==> src/rtl/ldm_stm_sequencer_pkg.sv <==
// Shared types and constants for the ARM load/store-multiple sequencer.
package ldm_stm_sequencer_pkg;

  typedef enum logic [1:0] {StIdle, StXfer, StFinish} state_e;

  // IR field positions
  localparam int unsigned IrPBit    = 24;
  localparam int unsigned IrUBit    = 23;
  localparam int unsigned IrWBit    = 21;
  localparam int unsigned IrLBit    = 20;
  localparam int unsigned IrListLsb = 0;

  // Addressing modes encoded as {P, U}
  localparam logic [1:0] ModeIa = 2'b01;
  localparam logic [1:0] ModeIb = 2'b11;
  localparam logic [1:0] ModeDa = 2'b00;
  localparam logic [1:0] ModeDb = 2'b10;

  localparam int unsigned WordBytes = 4;

endpackage

==> src/rtl/ldm_stm_sequencer_lowest_set_bit.sv <==
// Priority encoder: index of the lowest set bit plus a nonzero flag.
module ldm_stm_sequencer_lowest_set_bit #(
  parameter int unsigned Width = 16,
  parameter int unsigned IdxW  = $clog2(Width)
) (
  input  logic [Width-1:0] vec_i,
  output logic [IdxW-1:0]  idx_o,
  output logic             nonzero_o
);

  always_comb begin
    idx_o = '0;
    for (int i = Width - 1; i >= 0; i--) begin
      if (vec_i[i]) idx_o = IdxW'(i);
    end
    nonzero_o = |vec_i;
  end

endmodule

==> src/rtl/ldm_stm_sequencer.sv <==
// Walks an LDM/STM register list, issuing one register/address per transfer,
// then a one-cycle completion with the base-writeback value.
module ldm_stm_sequencer
  import ldm_stm_sequencer_pkg::*;
#(
  parameter int unsigned AddrW = 32,
  parameter int unsigned ListW = 16,
  parameter int unsigned RegW  = $clog2(ListW)
) (
  input  logic             clk_i,
  input  logic             reset_i,
  input  logic             start_i,
  input  logic [31:0]      ir_i,
  input  logic [AddrW-1:0] base_i,
  input  logic             mem_ready_i,
  output logic             busy_o,
  output logic             valid_o,
  output logic [RegW-1:0]  reg_num_o,
  output logic [AddrW-1:0] addr_o,
  output logic             load_o,
  output logic             wb_en_o,
  output logic [AddrW-1:0] wb_value_o,
  output logic             done_o
);

  localparam int unsigned CntW = $clog2(ListW + 1);

  state_e           state_q, state_d;
  logic [ListW-1:0] list_q, list_d;
  logic [AddrW-1:0] addr_q, addr_d;
  logic [AddrW-1:0] wb_q, wb_d;
  logic             load_q, load_d;
  logic             w_q, w_d;

  logic [ListW-1:0] start_list;
  logic [CntW-1:0]  n_regs;
  logic [AddrW-1:0] total_off;
  logic [ListW-1:0] list_rem;
  logic [ListW-1:0] empty_test_vec;
  logic [RegW-1:0]  cur_idx;
  logic             cur_nonzero_unused;
  logic [RegW-1:0]  next_idx_unused;
  logic             next_nonzero;
  logic             unused_ir;

  assign start_list = ir_i[IrListLsb +: ListW];
  assign unused_ir  = ^{ir_i[31:25], ir_i[22], ir_i[19:16]};

  always_comb begin
    n_regs = '0;
    for (int i = 0; i < ListW; i++) begin
      n_regs = n_regs + CntW'(start_list[i]);
    end
    total_off = AddrW'(n_regs) * AddrW'(WordBytes);
  end

  // Lowest set bit cleared: what remains after the current transfer.
  assign list_rem       = list_q & (list_q - ListW'(1));
  assign empty_test_vec = (state_q == StIdle) ? start_list : list_rem;

  ldm_stm_sequencer_lowest_set_bit #(
    .Width (ListW),
    .IdxW  (RegW)
  ) u_cur_lsb (
    .vec_i     (list_q),
    .idx_o     (cur_idx),
    .nonzero_o (cur_nonzero_unused)
  );

  ldm_stm_sequencer_lowest_set_bit #(
    .Width (ListW),
    .IdxW  (RegW)
  ) u_next_lsb (
    .vec_i     (empty_test_vec),
    .idx_o     (next_idx_unused),
    .nonzero_o (next_nonzero)
  );

  always_comb begin
    state_d = state_q;
    list_d  = list_q;
    addr_d  = addr_q;
    wb_d    = wb_q;
    load_d  = load_q;
    w_d     = w_q;
    unique case (state_q)
      StIdle: begin
        if (start_i) begin
          list_d = start_list;
          load_d = ir_i[IrLBit];
          w_d    = ir_i[IrWBit];
          wb_d   = ir_i[IrUBit] ? base_i + total_off : base_i - total_off;
          unique case ({ir_i[IrPBit], ir_i[IrUBit]})
            ModeIa:  addr_d = base_i;
            ModeIb:  addr_d = base_i + AddrW'(WordBytes);
            ModeDa:  addr_d = base_i - total_off + AddrW'(WordBytes);
            ModeDb:  addr_d = base_i - total_off;
            default: addr_d = base_i;
          endcase
          state_d = next_nonzero ? StXfer : StFinish;
        end
      end
      StXfer: begin
        if (mem_ready_i) begin
          list_d  = list_rem;
          addr_d  = addr_q + AddrW'(WordBytes);
          state_d = next_nonzero ? StXfer : StFinish;
        end
      end
      StFinish: state_d = StIdle;
      default:  state_d = StIdle;
    endcase
  end

  always_ff @(posedge clk_i) begin
    if (reset_i) begin
      state_q <= StIdle;
      list_q  <= '0;
      addr_q  <= '0;
      wb_q    <= '0;
      load_q  <= 1'b0;
      w_q     <= 1'b0;
    end else begin
      state_q <= state_d;
      list_q  <= list_d;
      addr_q  <= addr_d;
      wb_q    <= wb_d;
      load_q  <= load_d;
      w_q     <= w_d;
    end
  end

  always_comb begin
    busy_o     = (state_q != StIdle);
    valid_o    = (state_q == StXfer);
    done_o     = (state_q == StFinish);
    reg_num_o  = valid_o ? cur_idx : '0;
    addr_o     = valid_o ? addr_q : '0;
    load_o     = load_q;
    wb_en_o    = done_o & w_q;
    wb_value_o = done_o ? wb_q : '0;
  end

endmodule

==> config.mk <==
export PLATFORM = sky130hd
export DESIGN_NAME = ldm_stm_sequencer
export DESIGN_NICKNAME = d
export VERILOG_FILES = /design/src/rtl/ldm_stm_sequencer_pkg.sv /design/src/rtl/ldm_stm_sequencer_lowest_set_bit.sv /design/src/rtl/ldm_stm_sequencer.sv
export SDC_FILE = /design/constraint.sdc
export NUM_CORES = 1
export LEC_CHECK = 0
export CORE_UTILIZATION = 39
export CTS_CLUSTER_DIAMETER = 120
export DETAILED_ROUTE_END_ITERATION = 16
export PLACE_DENSITY_LB_ADDON = 0.08
export SLEW_MARGIN = 0
export SYNTH_ARGS = -nofsm -noshare
export SYNTH_HDL_FRONTEND = slang
export SYNTH_HIERARCHICAL = 1
export SYNTH_SLANG_ARGS = --single-unit
==> constraint.sdc <==
create_clock -name clk_i -period 22 [get_ports clk_i]
set_clock_uncertainty 0.1 [all_clocks]
set_input_delay 4.4 -clock clk_i [delete_from_list [all_inputs] [get_ports clk_i]]
set_output_delay 4.4 -clock clk_i [all_outputs]
set_load 0.05 [all_outputs]
==> impl_metrics.json, run 1 <==
{
  "status": "complete, no violations",
  "pwr-share-comb_pct": 54.6,
  "peakVddDrop_v": 0.00006964,
  "power.internal_w": 0.0004286,
  "p_switching_w": 0.0003728,
  "hpwl_mm": 25.03,
  "syn_nets": 1448,
  "cts_root_buf": "clkbuf_16",
  "final_common_cell": "nand2_1",
  "worst_pin_slew_ps": 1157,
  "final_area_sq_um": 10860,
  "p_sw_share_pct": 46.52,
  "leakagePower_nw": 3.823,
  "power_density_nw_per_um2": 73.77,
  "drtAntennaViolNets": 0,
  "antenna_found_initial": 0,
  "worst-path-max-fanout": 11,
  "rsz0062_at_grt": "no",
  "die_y_um": 155.0,
  "dieArea_sq_um": 24020,
  "finalSetupViolations": 0,
  "syn_area_sq_um": 9128,
  "post_cts_buffers": 0,
  "syn_to_final_growth_pct": 19.03,
  "numCtsBuffers": 9,
  "setup_slack_ps": 9882,
  "hold_path_depth": 2,
  "drv_slew": 0,
  "cp_data_required_time_ps": 22130,
  "hold_viol": 0,
  "place_area_sq_um": 10540,
  "drc": 0,
  "diodes": 0,
  "gr-total-overflow": 0,
  "routed.top_layer": "met4",
  "final.period_utilization_pct": 55.08,
  "hold_buffers": 0,
  "wl_mm": 34.53,
  "num_io_pins": 141,
  "vias": 10302,
  "clk_pin_slew_ps": 70,
  "wl_per_cell_um": 20.10,
  "cts_tree": "built",
  "htreeDepth": 3,
  "p_clk_share_pct": 22.1,
  "clk_path_buf_depth": 2,
  "reg2reg_depth": 9,
  "tns_ps": 0,
  "synthCells": 1347,
  "row_count": 55,
  "grt_max_degree": 63,
  "maxClockFrequency_ghz": 0.08252,
  "drt_iter0_drc": 1049,
  "ys.warnings.count": 6,
  "cts_resized": 0,
  "clkLatencyLatePin_ps": 360,
  "io_buffers": 128,
  "avgViaCountPerCell": 5.997,
  "startpoint_type": "primary input",
  "core_area_sq_um": 22780,
  "die_width_um": 155.0,
  "layout_common_cells": "144 x nand2_1, 126 x clkdlybuf4s50_1, 112 x nor2_1",
  "syn_area_per_cell_sq_um": 6.776,
  "wl_met3_mm": 2.702,
  "maxCapViolCount": 0,
  "place_ws_ps": 9683,
  "crit_arrival_ps": 12250,
  "clock_sinks": 84,
  "n_fill_cell": 2363,
  "nets": 1501,
  "start_util_pct": 40.07,
  "period_minus_slack_ps": 12120,
  "hold_path_class": "flop to flop",
  "seq_power_share_pct": 23.3,
  "endpoint_kind": "flop",
  "grt_pass1_wl_mm": 53.65,
  "gp_congestion": 0.9399,
  "maxSlewHeadroom_pct": 22.13,
  "path_class": "primary input to flop",
  "grt_use_total_pct": 28.45,
  "wl_met1_mm": 16.80,
  "met2WireLength_mm": 14.56,
  "drive_above_1_share_pct": 5.125,
  "dr.pass1.iters": 5,
  "grt_pass1_vias": 9130
}
through the flow:
stage / std cells / total power (W) / utilization [%] / hold WS [ps]
final: 1718 / 0.0008015 / 47.70 / 345.7
after global routing: 1718 / 0.0008525 / 47.70 / 368.8
after CTS: 1718 / 0.0007992 / 47.70 / 350.9
after detailed placement: 1702 / 0.0006184 / 46.26 / 342.1
after global placement: 1702 / 0.0006144 / 46.26 / 336.3
after floorplan: 1347 / 0.0004960 / - / 327.3
path summary, 6_finish.rpt:
| path | slack [ps] | startpoint | endpoint |
|---|---|---|---|
| setup / recovery | 9880 | ir_i[0] | addr_q[27]$_SDFFE_PP0P_ |
| hold / removal | 350 | wb_q[26]$_SDFFE_PP0P_ | wb_q[26]$_SDFFE_PP0P_ |
| setup reg to reg | 17980 | state_q[0]$_SDFFE_PP0P_ | addr_q[27]$_SDFFE_PP0P_ |
| hold reg to reg | 350 | wb_q[26]$_SDFFE_PP0P_ | wb_q[26]$_SDFFE_PP0P_ |
state kept, by name, summed over array words and instances (netlist names):
signal   flops
addr_q      32
load_o       1
w_q          1
list_q      16
wb_q        32
state_q      2
power by group through the flow:
stage	Sequential (W)	Clock [W]	Combinational [W]
after floorplan	0.000183	0	0.000313
after global placement	0.000189	0	0.000425
after detailed placement	0.000190	0	0.000429
after CTS	0.000186	0.000182	0.000431
after global routing	0.000189	0.000188	0.000476
final	0.000187	0.000177	0.000437
metal layers:
layer / GRT usage (%) / vias to the layer above
li1: - / 5015
met1: 42.60 / 4795
met2: 42.26 / 455
met3: 4.819 / 37
met4: 5.705 / 0
met5: 0 / -
critical path, stage by stage:
cell and delay (ps):
clkdlybuf4s50_1 500, inv_1 90, fa_1 610, fa_1 470, fa_1 490, fa_1 510, inv_1 50, ha_1 200
fa_1 410, a21o_1 170, and2_1 220, ha_1 420, nand2b_1 370, nand2_1 350, or3_1 470, a222oi_1 980
and4_1 550, nand3_1 280, o31a_1 320, o32ai_1 370
final cells by class:
type | count | area [sq um] | area share (%)
multi-input combinational | 1094 | 6798 | 62.57
tap | 313 | 391.6 | 3.605
sequential | 84 | 1682 | 15.48
timing repair buffer | 150 | 1436 | 13.22
clock buffer | 9 | 225.2 | 2.073
clock inverter | 7 | 102.6 | 0.9444
inverter | 61 | 229.0 | 2.108
(Power assumes the default switching activity.)
==> run 2, diff against run 1 <==
==> constraint.sdc (replaced) <==
create_clock -name clk_i -period 10.4 [get_ports clk_i]
set_clock_uncertainty 0.1 [all_clocks]
set_input_delay 2.08 -clock clk_i [delete_from_list [all_inputs] [get_ports clk_i]]
set_output_delay 2.08 -clock clk_i [all_outputs]
set_load 0.05 [all_outputs]
==> run 2 against run 1 <==
Sequential share of layout area about the same. Worst setup slack got worse by 8600 ps. Critical path depth increased by 1. Die area unchanged. Sequential power increased by 110%. Non-clock buffer count increased by 1. Global-route usage increased by 0.33 points. Wire length about the same. Design area about the same. Total power increased by 110%. Via count increased by 0.16%. Hold slack improved by 0.55 ps.
==> impl_metrics.json, run 2 (same netlist as run 1, synthesis figures left out) <==
{
  "layout_common_cells": "144 x nand2_1, 126 x clkdlybuf4s50_1, 112 x nor2_1",
  "grt_use_total_pct": 28.79,
  "largest_registers": "addr_q x32, wb_q x32, list_q x16",
  "drive_above_1_share_pct": 5.192,
  "maxClockFrequency_ghz": 0.1094,
  "grt_pass1_wl_mm": 54.23,
  "startpoint_type": "primary input",
  "finalPower_w": 0.001676,
  "clkLatencyLatePin_ps": 360,
  "drc": 0,
  "htreeDepth": 3,
  "grt_pass1_vias": 9238,
  "cpMostUsedCell": "fa_1",
  "clk_path_buf_depth": 2,
  "endpoint_kind": "flop",
  "hold_buffers": 0,
  "crit_slowest_cell": "fa_1",
  "leakagePower_nw": 3.815,
  "period_minus_slack_ps": 9141,
  "dr.pass1.iters": 5,
  "dieArea_sq_um": 24020,
  "cts_root_buf": "clkbuf_16",
  "hpwl_mm": 25.15,
  "numCtsBuffers": 9,
  "cp_data_required_time_ps": 10550,
  "critPathMaxStageDelay_ps": 610,
  "tns_ps": 0,
  "setup_slack_ps": 1259,
  "io_buffers": 128,
  "maxCapViolCount": 0,
  "worst_pin_slew_ps": 1007,
  "clk_pin_slew_ps": 70,
  "final_common_cell": "nand2_1",
  "wl_mm": 34.51,
  "cp_top_family": "adder cells",
  "cts_tree": "built",
  "status": "complete, no violations",
  "path_class": "primary input to flop",
  "final.period_utilization_pct": 87.90,
  "cts_resized": 0,
  "antenna_found_initial": 2,
  "final_area_sq_um": 10850,
  "worstPathCellList": "clkdlybuf4s50_1, inv_1, fa_1, fa_1, fa_1, fa_1, inv_1, ha_1, fa_1, a21o_1, and2_1, ha_1, nand2b_1, nand2_1, or3_1, a222oi_1, buf_4, and4_1, and3_1, mux2_1, nor4_1",
  "nets": 1502,
  "peakVddDrop_v": 0.0001040,
  "clock_sinks": 84,
  "start_util_pct": 40.07,
  "drtAntennaViolNets": 0,
  "diodes": 0,
  "avgViaCountPerCell": 6.002,
  "core_area_sq_um": 22780,
  "worst-path-max-fanout": 11,
  "crit_arrival_ps": 9300,
  "hold_path_class": "flop to flop",
  "wl_per_cell_um": 20.08,
  "drv_slew": 0,
  "num_io_pins": 141,
  "die_y_um": 155.0,
  "place_area_sq_um": 10540,
  "gp_congestion": 0.8950,
  "maxSlewHeadroom_pct": 32.25,
  "post_cts_buffers": 0,
  "row_count": 55,
  "gr-total-overflow": 0,
  "die_width_um": 155.0,
  "place_ws_ps": 995.1,
  "finalSetupViolations": 0,
  "drt_iter0_drc": 1064,
  "vias": 10318,
  "hold_viol": 0,
  "power_density_nw_per_um2": 154.4,
  "syn_to_final_growth_pct": 18.92,
  "fin_util_pct": 47.65,
  "critPathBufInv": 4,
  "rsz0062_at_grt": "no",
  "grt_max_degree": 55
}
==> run 2: tightest hold or removal path, stage by stage, from the launching register on <==
cell     delay [ps]
dfxtp_1         310
nand2_1          50
a21oi_1          50
==> run 2: power by group <==
| group | leakage [nW] | total [W] | switching [W] | internal, W |
|---|---|---|---|---|
| clock | 0.149 | 0.000353 | 0.000163 | 0.000191 |
| sequential | 0.691 | 0.000395 | 0.0000376 | 0.000357 |
| combinational | 2.97 | 0.000928 | 0.000594 | 0.000333 |
| total | 3.82 | 0.00168 | 0.000795 | 0.000881 |
==> run 2: path summary, 6_finish.rpt <==
path | startpoint | slack, ps | to | cells past startpoint
worst min register to register | wb_q[26]$_SDFFE_PP0P_ | 350 | wb_q[26]$_SDFFE_PP0P_ | 2
worst max register to register | state_q[0]$_SDFFE_PP0P_ | 6400 | addr_q[27]$_SDFFE_PP0P_ | 9
worst max-delay path | ir_i[0] | 1260 | addr_q[24]$_SDFFE_PP0P_ | 21
worst min-delay path | wb_q[26]$_SDFFE_PP0P_ | 350 | wb_q[26]$_SDFFE_PP0P_ | 2
==> run 2: cell type report <==
cell class,count,area (sq um)
Tap cell,313,391.6
Clock inverter,7,85.08
Fill cell,2361,11920
Timing Repair Buffer,151,1444
Clock buffer,9,225.2
Sequential cell,84,1682
Multi-Input combinational cell,1094,6798
Inverter,61,229.0
==> run 2: layer usage <==
layer	share of wire, %	GRT usage (%)	vias up
li1	-	-	5012
met2	43	43.11	453
met1	49	43.08	4820
met3	7.5	4.624	31
met4	1.1	5.422	2
met5	0.026	0	-
==> run 2: stage by stage <==
| stage | hold WS, ps | cells |
|---|---|---|
| 6_report | 346.2 | 1719 |
| 5_1_grt | 367.8 | 1719 |
| 4_1_cts | 350.3 | 1719 |
| 3_5_place_dp | 341.3 | 1703 |
| 3_3_place_gp | 335.3 | 1703 |
| 2_1_floorplan | 327.3 | 1347 |
==> run 3, diff against run 2 <==
--- a/config.mk
+++ b/config.mk
@@ -8,6 +8,7 @@
 export CORE_UTILIZATION = 39
 export CTS_CLUSTER_DIAMETER = 120
 export DETAILED_ROUTE_END_ITERATION = 16
+export MAX_ROUTING_LAYER = met4
 export PLACE_DENSITY_LB_ADDON = 0.08
 export SLEW_MARGIN = 0
 export SYNTH_ARGS = -nofsm -noshare
==> constraint.sdc (replaced) <==
create_clock -name clk_i -period 7.9 [get_ports clk_i]
set_clock_uncertainty 0.1 [all_clocks]
set_input_delay 1.58 -clock clk_i [delete_from_list [all_inputs] [get_ports clk_i]]
set_output_delay 1.58 -clock clk_i [all_outputs]
set_load 0.05 [all_outputs]
==> run 3 against run 2 <==
Critical path depth is 2 lower. Hold slack worse by 0.93 ps. Non-clock buffer count is 115 higher. Total power is 48% higher. Clock power is 23% higher. Sequential share of layout area is 1.2 points lower. Wire length is 4.7% higher. Register-to-register slack worse by 2200 ps. Combinational power is 64% higher. Largest power group unchanged. Highest routed layer is now met4.
==> impl_metrics.json, run 3 (same netlist as run 1, synthesis figures left out) <==
{
  "status": "complete, no violations",
  "stdcell_count": 1834,
  "p_clk_share_pct": 17.6,
  "syn_to_final_growth_pct": 29.20,
  "io_buffers": 128,
  "largest_registers": "addr_q x32, wb_q x32, list_q x16",
  "drt_iter0_drc": 986,
  "cpMostUsedCell": "fa_1",
  "power.internal_w": 0.001357,
  "row_count": 55,
  "p_switching_w": 0.001116,
  "hpwl_mm": 26.93,
  "drive_above_1_share_pct": 13.54,
  "worst_pin_slew_ps": 1126,
  "hold_viol": 0,
  "path_class": "primary input to flop",
  "reg2reg_depth": 11,
  "die_y_um": 155.0,
  "drc": 0,
  "worst-path-max-fanout": 5,
  "maxCapViolCount": 0,
  "leakagePower_nw": 4.376,
  "critPathBufInv": 4,
  "crit_arrival_ps": 7930,
  "start_util_pct": 40.07,
  "place_ws_ps": -323.4,
  "seq_power_share_pct": 20.9,
  "startpoint_type": "primary input",
  "finalSetupViolations": 0,
  "gp_congestion": 0.9503,
  "hold_path_depth": 2,
  "grt_pass1_vias": 9683,
  "peakVddDrop_v": 0.0002229,
  "die_width_um": 155.0,
  "setup_slack_ps": 149.5,
  "grt_max_degree": 59,
  "clk_pin_slew_ps": 70,
  "wl_per_cell_um": 19.71,
  "gr-total-overflow": 0,
  "finalPower_w": 0.002473,
  "drtAntennaViolNets": 0,
  "maxClockFrequency_ghz": 0.1290,
  "power_density_nw_per_um2": 209.7,
  "clock_sinks": 84,
  "pwr-share-comb_pct": 61.5,
  "vias": 10775,
  "grt_use_total_pct": 30.87,
  "maxSlewHeadroom_pct": 24.37,
  "crit_slowest_cell": "fa_1",
  "whs_ps": 345.3,
  "dr.pass1.iters": 5,
  "htreeDepth": 3,
  "hold_path_class": "flop to flop",
  "cp_top_family": "adder cells",
  "clk_path_buf_depth": 2,
  "layout_common_cells": "144 x nand2_1, 138 x buf_4, 126 x clkdlybuf4s50_1",
  "nets": 1617,
  "avgViaCountPerCell": 5.875,
  "clkLatencyLatePin_ps": 360,
  "drv_slew": 0,
  "diodes": 0,
  "grt_pass1_wl_mm": 56.24,
  "cts_tree": "built",
  "endpoint_kind": "flop",
  "p_sw_share_pct": 45.13,
  "core_area_sq_um": 22780,
  "cp_data_required_time_ps": 8080,
  "dp_cells": 1817,
  "final.period_utilization_pct": 98.11,
  "period_minus_slack_ps": 7751,
  "critPathMaxStageDelay_ps": 590,
  "n_fill_cell": 2334,
  "worstPathCellList": "clkdlybuf4s50_1, inv_1, fa_1, fa_1, fa_1, fa_1, inv_1, ha_1, fa_1, xor2_1, buf_4, ha_1, nor2_1, o311a_4, or4_4, o31a_1, or3_4, or4_1, o211ai_1",
  "wl_mm": 36.14,
  "dieArea_sq_um": 24020,
  "cp.depth": 19,
  "final_common_cell": "nand2_1",
  "antenna_found_initial": 0,
  "numCtsBuffers": 9,
  "num_io_pins": 141,
  "cts_root_buf": "clkbuf_16"
}
## run 3: worst register-to-register path, cell delays in order, from the launching register on
cell	delay (ps)
dfxtp_1	400
or4_1	650
or4_1	600
nor3_1	340
nand2b_1	180
o31ai_1	310
o21ai_0	120
nor2_1	120
nand2_1	80
or3_1	430
a21oi_1	150
nor2_1	50
## run 3: per-layer routing
layer	GRT usage, %	vias up	part of all wire [%]
li1	-	5250	-
met1	44.13	5031	48
met2	44.04	443	43
met3	5.097	51	7.5
met4	9.099	0	2.1
met5	-	-	0
## run 3: final cells by class
| type | instances | area (sq um) | share of cell area (%) |
|---|---|---|---|
| Multi-Input combinational cell | 1094 | 6898 | 58.49 |
| Timing Repair Buffer | 266 | 2307 | 19.56 |
| Sequential cell | 84 | 1682 | 14.26 |
| Tap cell | 313 | 391.6 | 3.321 |
| Clock buffer | 10 | 239.0 | 2.027 |
| Inverter | 61 | 229.0 | 1.942 |
| Clock inverter | 6 | 46.29 | 0.3926 |
## run 3: per-stage QoR
| step | utilization (%) | area [sq um] | TNS, ps |
|---|---|---|---|
| after floorplan | - | 9128 | 0 |
| after global placement | 50.05 | 11400 | -3291 |
| after detailed placement | 50.05 | 11400 | -2461 |
| after CTS | 51.30 | 11690 | 0 |
| after global routing | 51.77 | 11790 | -92.32 |
| final | 51.77 | 11790 | 0 |
## run 3: repair_timing
item                                    in CTS  in global routing
resized for setup                            0                 22
buffers inserted                             0                  1
hold buffers                                 0                  0
endpoints found under the setup margin       0                 17
## run 3: path summary, 6_finish.rpt
path                          start                 endpoint  slack (ps)
max                         ir_i[3]  addr_q[31]$_SDFFE_PP0P_         150
min           wb_q[26]$_SDFFE_PP0P_    wb_q[26]$_SDFFE_PP0P_         350
max reg2reg  list_q[0]$_SDFFE_PP0P_  state_q[0]$_SDFFE_PP0P_        4250
min reg2reg   wb_q[26]$_SDFFE_PP0P_    wb_q[26]$_SDFFE_PP0P_         350
## run 3: power groups by stage
stage / logic (W) / registers, W / clock network [W]
after floorplan: 0.000871 / 0.000511 / 0
after global placement: 0.00145 / 0.000527 / 0
after detailed placement: 0.00146 / 0.000528 / 0
after CTS: 0.00147 / 0.000518 / 0.000443
after global routing: 0.00165 / 0.000527 / 0.000455
final: 0.00152 / 0.000518 / 0.000435
